File: src/rtl/demux8_pkg.sv
// Shared constants for the 1-to-2 byte demultiplexer.
//   SEL_Y0 / SEL_Y1 : in_sel encodings selecting output 0 / output 1
//   DEF_*           : default data width, FIFO depth and counter width
package demux8_pkg;

  localparam logic SEL_Y0 = 1'b0;
  localparam logic SEL_Y1 = 1'b1;

  localparam int unsigned DEF_WIDTH = 8;
  localparam int unsigned DEF_DEPTH = 2;
  localparam int unsigned DEF_CNT_W = 8;

endpackage

File: src/rtl/sync_fifo.sv
// Small synchronous FIFO with pointer/count bookkeeping.
//   clk, rst_n : clock, asynchronous active-low reset
//   clr        : synchronous clear, overrides push and pop
//   push, din  : write request and data (ignored when full)
//   pop        : remove head entry (ignored when empty)
//   dout       : head entry, 0 while empty
//   empty/full : occupancy flags, derived from the count only
module sync_fifo
  import demux8_pkg::*;
#(
  parameter int unsigned WIDTH = DEF_WIDTH,
  parameter int unsigned DEPTH = DEF_DEPTH
) (
  input  logic             clk,
  input  logic             rst_n,
  input  logic             clr,
  input  logic             push,
  input  logic [WIDTH-1:0] din,
  input  logic             pop,
  output logic [WIDTH-1:0] dout,
  output logic             empty,
  output logic             full
);

  localparam int unsigned PtrW = $clog2(DEPTH);
  localparam int unsigned CntW = PtrW + 1;

  logic [WIDTH-1:0] mem_q [DEPTH];
  logic [PtrW-1:0]  wr_ptr_q, wr_ptr_d;
  logic [PtrW-1:0]  rd_ptr_q, rd_ptr_d;
  logic [CntW-1:0]  count_q, count_d;
  logic             do_push, do_pop;

  assign empty   = (count_q == '0);
  assign full    = (count_q == CntW'(DEPTH));
  assign do_push = push & ~full;
  assign do_pop  = pop & ~empty;

  // Storage only reads back through rd_ptr, so forcing 0 while empty keeps the
  // output clean after reset and clear without resetting the array itself.
  assign dout = empty ? '0 : mem_q[rd_ptr_q];

  always_comb begin
    wr_ptr_d = wr_ptr_q;
    rd_ptr_d = rd_ptr_q;
    count_d  = count_q;
    if (clr) begin
      wr_ptr_d = '0;
      rd_ptr_d = '0;
      count_d  = '0;
    end else begin
      if (do_push) wr_ptr_d = wr_ptr_q + PtrW'(1);
      if (do_pop)  rd_ptr_d = rd_ptr_q + PtrW'(1);
      if (do_push && !do_pop)      count_d = count_q + CntW'(1);
      else if (!do_push && do_pop) count_d = count_q - CntW'(1);
    end
  end

  always_ff @(posedge clk or negedge rst_n) begin
    if (!rst_n) begin
      wr_ptr_q <= '0;
      rd_ptr_q <= '0;
      count_q  <= '0;
    end else begin
      wr_ptr_q <= wr_ptr_d;
      rd_ptr_q <= rd_ptr_d;
      count_q  <= count_d;
    end
  end

  always_ff @(posedge clk) begin
    if (do_push && !clr) mem_q[wr_ptr_q] <= din;
  end

endmodule

File: src/rtl/demux8_stream.sv
// 1-to-2 byte demultiplexer with valid/ready handshake and per-output FIFOs.
//   clk, rst_n         : clock, asynchronous active-low reset
//   clr                : synchronous clear of both FIFOs and both counters
//   in_data/sel/valid  : input byte, route select (0 -> y0, 1 -> y1), valid
//   in_ready           : accept this cycle (combinational on in_sel)
//   yX_data/valid      : head of FIFO X and its non-empty flag
//   yX_ready           : consumer X takes the head
//   cnt0, cnt1         : wrapping count of bytes accepted for each output
module demux8_stream
  import demux8_pkg::*;
#(
  parameter int unsigned WIDTH = DEF_WIDTH,
  parameter int unsigned DEPTH = DEF_DEPTH,
  parameter int unsigned CNT_W = DEF_CNT_W
) (
  input  logic             clk,
  input  logic             rst_n,
  input  logic             clr,
  input  logic [WIDTH-1:0] in_data,
  input  logic             in_sel,
  input  logic             in_valid,
  output logic             in_ready,
  output logic [WIDTH-1:0] y0_data,
  output logic             y0_valid,
  input  logic             y0_ready,
  output logic [WIDTH-1:0] y1_data,
  output logic             y1_valid,
  input  logic             y1_ready,
  output logic [CNT_W-1:0] cnt0,
  output logic [CNT_W-1:0] cnt1
);

  logic             run_q;
  logic             full0, full1, empty0, empty1;
  logic             sel_full, accept, push0, push1, pop0, pop1;
  logic [CNT_W-1:0] cnt0_q, cnt0_d, cnt1_q, cnt1_d;

  // Keeps in_ready low on the first edge after reset release.
  always_ff @(posedge clk or negedge rst_n) begin
    if (!rst_n) run_q <= 1'b0;
    else        run_q <= 1'b1;
  end

  // Only the FIFO count gates acceptance; a same-cycle pop does not free a slot.
  assign sel_full = (in_sel == SEL_Y1) ? full1 : full0;
  assign in_ready = run_q & ~clr & ~sel_full;
  assign accept   = in_valid & in_ready;
  assign push0    = accept & (in_sel == SEL_Y0);
  assign push1    = accept & (in_sel == SEL_Y1);

  assign y0_valid = ~empty0;
  assign y1_valid = ~empty1;
  assign pop0     = y0_valid & y0_ready;
  assign pop1     = y1_valid & y1_ready;

  always_comb begin
    cnt0_d = cnt0_q;
    cnt1_d = cnt1_q;
    if (clr) begin
      cnt0_d = '0;
      cnt1_d = '0;
    end else begin
      if (push0) cnt0_d = cnt0_q + CNT_W'(1);
      if (push1) cnt1_d = cnt1_q + CNT_W'(1);
    end
  end

  always_ff @(posedge clk or negedge rst_n) begin
    if (!rst_n) begin
      cnt0_q <= '0;
      cnt1_q <= '0;
    end else begin
      cnt0_q <= cnt0_d;
      cnt1_q <= cnt1_d;
    end
  end

  assign cnt0 = cnt0_q;
  assign cnt1 = cnt1_q;

  sync_fifo #(
    .WIDTH(WIDTH),
    .DEPTH(DEPTH)
  ) u_fifo0 (
    .clk  (clk),
    .rst_n(rst_n),
    .clr  (clr),
    .push (push0),
    .din  (in_data),
    .pop  (pop0),
    .dout (y0_data),
    .empty(empty0),
    .full (full0)
  );

  sync_fifo #(
    .WIDTH(WIDTH),
    .DEPTH(DEPTH)
  ) u_fifo1 (
    .clk  (clk),
    .rst_n(rst_n),
    .clr  (clr),
    .push (push1),
    .din  (in_data),
    .pop  (pop1),
    .dout (y1_data),
    .empty(empty1),
    .full (full1)
  );

endmodule

File: config.mk
export PLATFORM = sky130hd
export DESIGN_NAME = demux8_stream
export DESIGN_NICKNAME = d
export VERILOG_FILES = /design/src/rtl/demux8_pkg.sv /design/src/rtl/sync_fifo.sv /design/src/rtl/demux8_stream.sv
export SDC_FILE = /design/constraint.sdc
export NUM_CORES = 1
export LEC_CHECK = 0
export ABC_AREA = 1
export BUFFER_PORTS_ARGS = -buffer_cell sky130_fd_sc_hd__buf_2
export CORE_AREA = 2 2 78 80
export CTS_BUF_LIST = sky130_fd_sc_hd__clkbuf_16
export DETAILED_ROUTE_END_ITERATION = 12
export DIE_AREA = 0 0 80 82
export PLACE_DENSITY = 0.8
export SLEW_MARGIN = 20
export SYNTH_ARGS = -nofsm -noshare
export SYNTH_HDL_FRONTEND = slang
export SYNTH_SLANG_ARGS = --single-unit
File: constraint.sdc
create_clock -name clk -period 2.5 [get_ports clk]
set_input_delay 0.125 -clock clk [delete_from_list [all_inputs] [get_ports clk]]
set_output_delay 0.125 -clock clk [all_outputs]
set_load 0.1 [all_outputs]
Word level (Yosys, flattened, before mapping)
Memory sizes are Yosys's and may differ from the RTL's.
Cells that the tools add are included.

cells by class
  $mul = 0
  eq/ne operators = 2
  bitwise logic cells = 18
  shift-type cells = 0
  divide/modulo/power cells = 0
  order comparisons = 0
  muxes and demuxes = 25
  reductions and logical operators = 21
  $add $sub $neg = 10

operators by type and width
  operator                                                             count
  8-bit 2-to-1 mux                                                     6
  8-bit by 1-bit adder with 8-bit output (second input constant)       2
  1-bit 2-to-1 mux                                                     13
  2-bit 2-to-1 mux                                                     6
  2-bit nonzero test                                                   6
  1-bit bitwise AND                                                    11
  1-bit NOT                                                            7
  1-bit logical AND                                                    6
  3-bit nonzero test                                                   2
  1-bit logical NOT                                                    5
  1-bit adder (second input constant)                                  4
  2-bit by 1-bit adder with 2-bit output (second input constant)       2
  2-bit equality test (second input constant)                          2
  2-bit logical NOT                                                    2
  2-bit by 1-bit subtractor with 2-bit output (second input constant)  2

word-level totals
  input port bits = 15
  flip-flop bits (word level) = 25
  ROM bits = 0
  latch bits = 0
  logic and storage cells = 87
  output and inout port bits = 35
  bits in writable memories = 32
  memories = 2

memory list
  memory         depth  width  rd ports  clocked after memory_dff  wr ports  RTL line         RTL
  u_fifo0.mem_q  2      8      1         0                         1         sync_fifo.sv:28  logic [WIDTH-1:0] mem_q [DEPTH];
  u_fifo1.mem_q  2      8      1         0                         1         sync_fifo.sv:28

Depth between registers and ports, before layout
  depth after elaboration = 12
  mapped depth = 10
  gate-level depth less buffers = 10

Hierarchy
A second synthesis with hierarchy kept.

second synthesis, totals
  cell total of the unflattened synthesis = 296
  area total of the unflattened synthesis = 2716.4 um2

modules (own cells, without submodules)
  module         seq. area each (um2)  times used  cells an instance  area each (um2)
  sync_fifo      580.6                 2           80                 849.6
  demux8_stream  425.4                 1           136                1017.2

Least setup slack after synthesis
No wires, ideal clock.

  path kind = reg2out
  start = register u_fifo1.count_q[0]
  end = output port y1_data[0]
  required time = 2.375 ns
  buffers on the path = 0
  arrival time = 2.900 ns
  setup slack = -0.525 ns
  cell stages (with the launch flop) = 5
  path through = dfrtp_1 -> inv_1 -> nand2_1 -> inv_1 -> a21oi_1

on the way
  word-level cells in the longest chain between the ends = 2

RTL lines
  item                    RTL line             RTL
  from (decl)             sync_fifo.sv:31      logic [CntW-1:0] count_q, count_d;
  from (signal assigned)  sync_fifo.sv:67      count_q <= count_d;
  2-bit logical NOT       sync_fifo.sv:34      assign empty = (count_q == '0);
  8-bit 2-to-1 mux        sync_fifo.sv:41      assign dout = empty ? '0 : mem_q[rd_ptr_q];
  to (decl)               demux8_stream.sv:26  output logic [WIDTH-1:0] y1_data,

No other way between the ends.

Worst setup path in the final report
  start = register u_fifo1.count_q[1]
  end = memory u_fifo1.mem_q[0][0] (netlist bit) (enable)

on the way
  word-level cells in the longest chain between the ends = 10
  elaborated cells on any way between the ends = 11
  classes of those cells = 1 x eq/ne; 3 x mux; 6 x bitwise; 1 x reduce/logical

RTL lines
  item                                        RTL line             RTL
  2-bit equality test (*)                     sync_fifo.sv:35      assign full = (count_q == CntW'(DEPTH));
  1-bit 2-to-1 mux                            demux8_stream.sv:45  assign sel_full = (in_sel == SEL_Y1) ? full1 : full0;
  1-bit NOT                                   demux8_stream.sv:46  assign in_ready = run_q & ~clr & ~sel_full;
  1-bit bitwise AND                           demux8_stream.sv:46
  1-bit bitwise AND                           demux8_stream.sv:47  assign accept = in_valid & in_ready;
  1-bit bitwise AND                           demux8_stream.sv:49  assign push1 = accept & (in_sel == SEL_Y1);
  1-bit bitwise AND (*)                       sync_fifo.sv:36      assign do_push = push & ~full;
  1-bit logical AND (*)                       sync_fifo.sv:72      if (do_push && !clr) mem_q[wr_ptr_q] <= din;
  1-bit 2-to-1 mux (*)                        sync_fifo.sv:72
  1-bit 2-to-1 mux (not written as such) (*)  sync_fifo.sv:72
  to (decl)                                   sync_fifo.sv:28

Every way passes the cells marked *; elsewhere a longest branch is shown, timed or not.

==> metrics.yaml <==
syn_to_final_growth_pct: 24.3
top_level_ports: 50
ctsRootBufferMaster: "clkbuf_16"
critPathKind: "reg -> reg"
rsz0062_at_grt: "false"
place_ws_ps: 651
fin_util: 0.566
power_mw: 3.57
cts_setup_buffers: 0
dr_wl_met3_um: 310
numCtsBuffers: 9
fmaxAchievable_mhz: 532
p_per_area_nw_per_um2: 1100
firstDrtPassIters: 4
core_region_area_um2: 5750
synthArstFlopShare: 0.439
r2r_cells: 5
ant_nets: 0
clockBufferDepth: 2
ys_seq_area_frac: 0.606
place_area_um2: 2940
grt_usage: 0.185
n_antenna_cell: 0
timing.final.ws_setup_ps: 621
whs_path_depth: 1
cts_tree: "yes"
final_max_slew_viol_count: 0
worstPathArrival_ps: 1830
finalInstanceArea_um2: 3250
wl_met1_um: 2320
tns_ps: 0
hold_violations: 0
yosysWarnings: 0
p_leak_nw: 1.48
worst_pin_slew_ps: 731
place_congestion: 0.860
rows: 28
wl_met2_um: 2880
setup_viol: 0
drv_cap: 0
die-area_um2: 6560
relSlewSlack: 0.511
multi_input_area_um2: 880
fp.dieW_um: 80
wl_per_cell_um: 13.6
crit_required_ps: 2450
synthXorXnorAreaFrac: 0.0100
synth_compound_area_frac: 0.0727
antenna_found_initial: 0
critPathLaunchType: "register"
yosys.area_share.simple: 0.242
ir_worst_vdd_mv: 0.595
rrSetupSlack_ps: 620
first_iter_violations: 90
grt_pass1_wl_um: 8960
min_to: "u_fifo1.mem_q[0][3]"
grt_max_degree: 26
portBuffers: 49
syn_inst: 275
hp-start: "in_data[3]"
synth_top_family_by_area: "simple AND/OR/NAND/NOR gates"
clock_skew_ps: 4.54
r2r_end: "u_fifo1.mem_q[0][0]"
cts_resized: 0
period_share: 0.752
outcome: "complete, no violations"
holdBufCountCts: 1
routed_wl_um: 5600
vias_per_cell: 4.93
synth.avg_cell_area_um2: 9.51
synth_ff_type: "edfxtp_1"
r2r-start: "u_fifo1.count_q[1]"
drive_gt1_frac: 0.243
fillCellCount: 495
nets: 349
grt.overflow.total: 0
grt_pass1_vias: 1976
muxShareOfSynthArea: 0
synth_seq_cells: 57
hold_path.class: "in -> reg"
syn-cell-area_um2: 2620
syn_nets: 292
num_vias: 2033
htree_levels: 3
top_layer: "met4"
fin_crit_ps: 1880
numClockSinks: 57
synth-edff-count: 32
die_y_um: 82
hpwl_um: 3810
synthAdderAreaFrac: 0.00956
synth_cell_types: 29
clock_latency_ps: 320
cp-end-kind: "register"
start_util: 0.455
regArea_um2: 1590
clk_pin_slew_ps: 50
remaining_drc_errors: 0
path_max_fanout: 9
==> worst max-delay path: stages, from the launching register on <==
cell and delay, ps:
dfrtp_1 420, nand3_1 140, nand3_2 90, nor2_2 110, nand2_2 150, nor2_1 600
==> layout make-up <==
| cell class | count | share of cell area |
|---|---|---|
| clock inverters | 7 | 0.0246 |
| multi-input cells | 179 | 0.270 |
| well taps | 75 | 0.0288 |
| clock buffers | 9 | 0.0692 |
| flip-flops and latches | 57 | 0.488 |
| inverters | 35 | 0.0408 |
| repair buffers | 50 | 0.0785 |
==> cell families (layout without fill, tap and decap cells) <==
logic type	count (synthesis)	in the layout
AO/OA/AOI/OAI	35	35
XOR/XNOR	3	3
adder cells (fa/ha/maj)	2	2
buffers and inverters	39	101
flip-flops	57	57
other	1	1
AND/OR/NAND/NOR	138	138
==> per-stage QoR <==
step,std cells,hold WS (ps)
6_report,412,28.2
5_1_grt,412,26.2
3_3_place_gp,395,154
4_1_cts,412,21.3
3_5_place_dp,395,148
2_1_floorplan,275,-171
==> where the power goes <==
group	total (mW)	internal (mW)	switching, mW
Sequential	1.09	1.04	0.0521
Clock	1.24	0.853	0.390
Combinational	1.23	0.172	1.06
Total	3.57	2.07	1.50
==> metal layers <==
metal  up-vias  GRT usage
met5         -          0
li1       1018          -
met3        10     0.0549
met1       953      0.216
met2        52      0.315
met4         0     0.0864
==> state kept, by name, summed over array words and instances, names as in the netlist, 2 cells and up <==
name,count
cnt0,8
u_fifo1.count_q,2
u_fifo1.mem_q,16
cnt1,8
u_fifo0.count_q,2
u_fifo0.mem_q,16
==> cells in the final DEF, fill, tap and decap left out <==
master,n
nand2_1,82
buf_2,49
edfxtp_1,32
inv_1,30
dfrtp_1,25
a21oi_1,20
nor2_1,15
nand3_1,10
o21ai_0,9
nor3_1,9
clkbuf_16,9
nand4_1,6
clkinv_1,5
nor2_2,5
nand2_2,4
nor2_4,3
inv_2,3
xor2_1,3
nand3_2,2
a21oi_2,2
clkinv_2,2
o21bai_1,2
ha_1,2
bufinv_16,2
nand4_4,1
o31ai_1,1
o21ai_1,1
nor4_1,1
dlygate4sd3_1,1
conb_1,1
==> worst max path at each step <==
| stage | from | to | cells after the start |
|---|---|---|---|
| floorplan | u_fifo1.count_q[0] | y1_data[0] | 4 |
| global placement | u_fifo1.count_q[0] | u_fifo1.mem_q[1][2] | 6 |
| detailed placement | u_fifo1.count_q[0] | u_fifo1.mem_q[0][2] | 6 |
| CTS | u_fifo1.count_q[1] | u_fifo1.mem_q[0][0] | 5 |
| global route | u_fifo1.count_q[0] | u_fifo1.mem_q[0][0] | 6 |
| finish | u_fifo1.count_q[1] | u_fifo1.mem_q[0][0] | 5 |
==> synth_stat cells, types with 3 or more instances <==
cell,instances,share of area
nor2_2,4,0.0096
xor2_1,3,0.010
nand4_1,6,0.014
clkinv_1,4,0.0057
nor3_1,9,0.017
nor2_4,3,0.013
inv_2,3,0.0043
o21ai_0,9,0.017
inv_1,27,0.039
nor2_1,16,0.023
a21oi_1,20,0.038
nand3_1,10,0.019
edfxtp_1,32,0.37
nand2_2,4,0.0096
nand2_1,82,0.12
dfrtp_1,25,0.24
(Power assumes the default switching activity.)
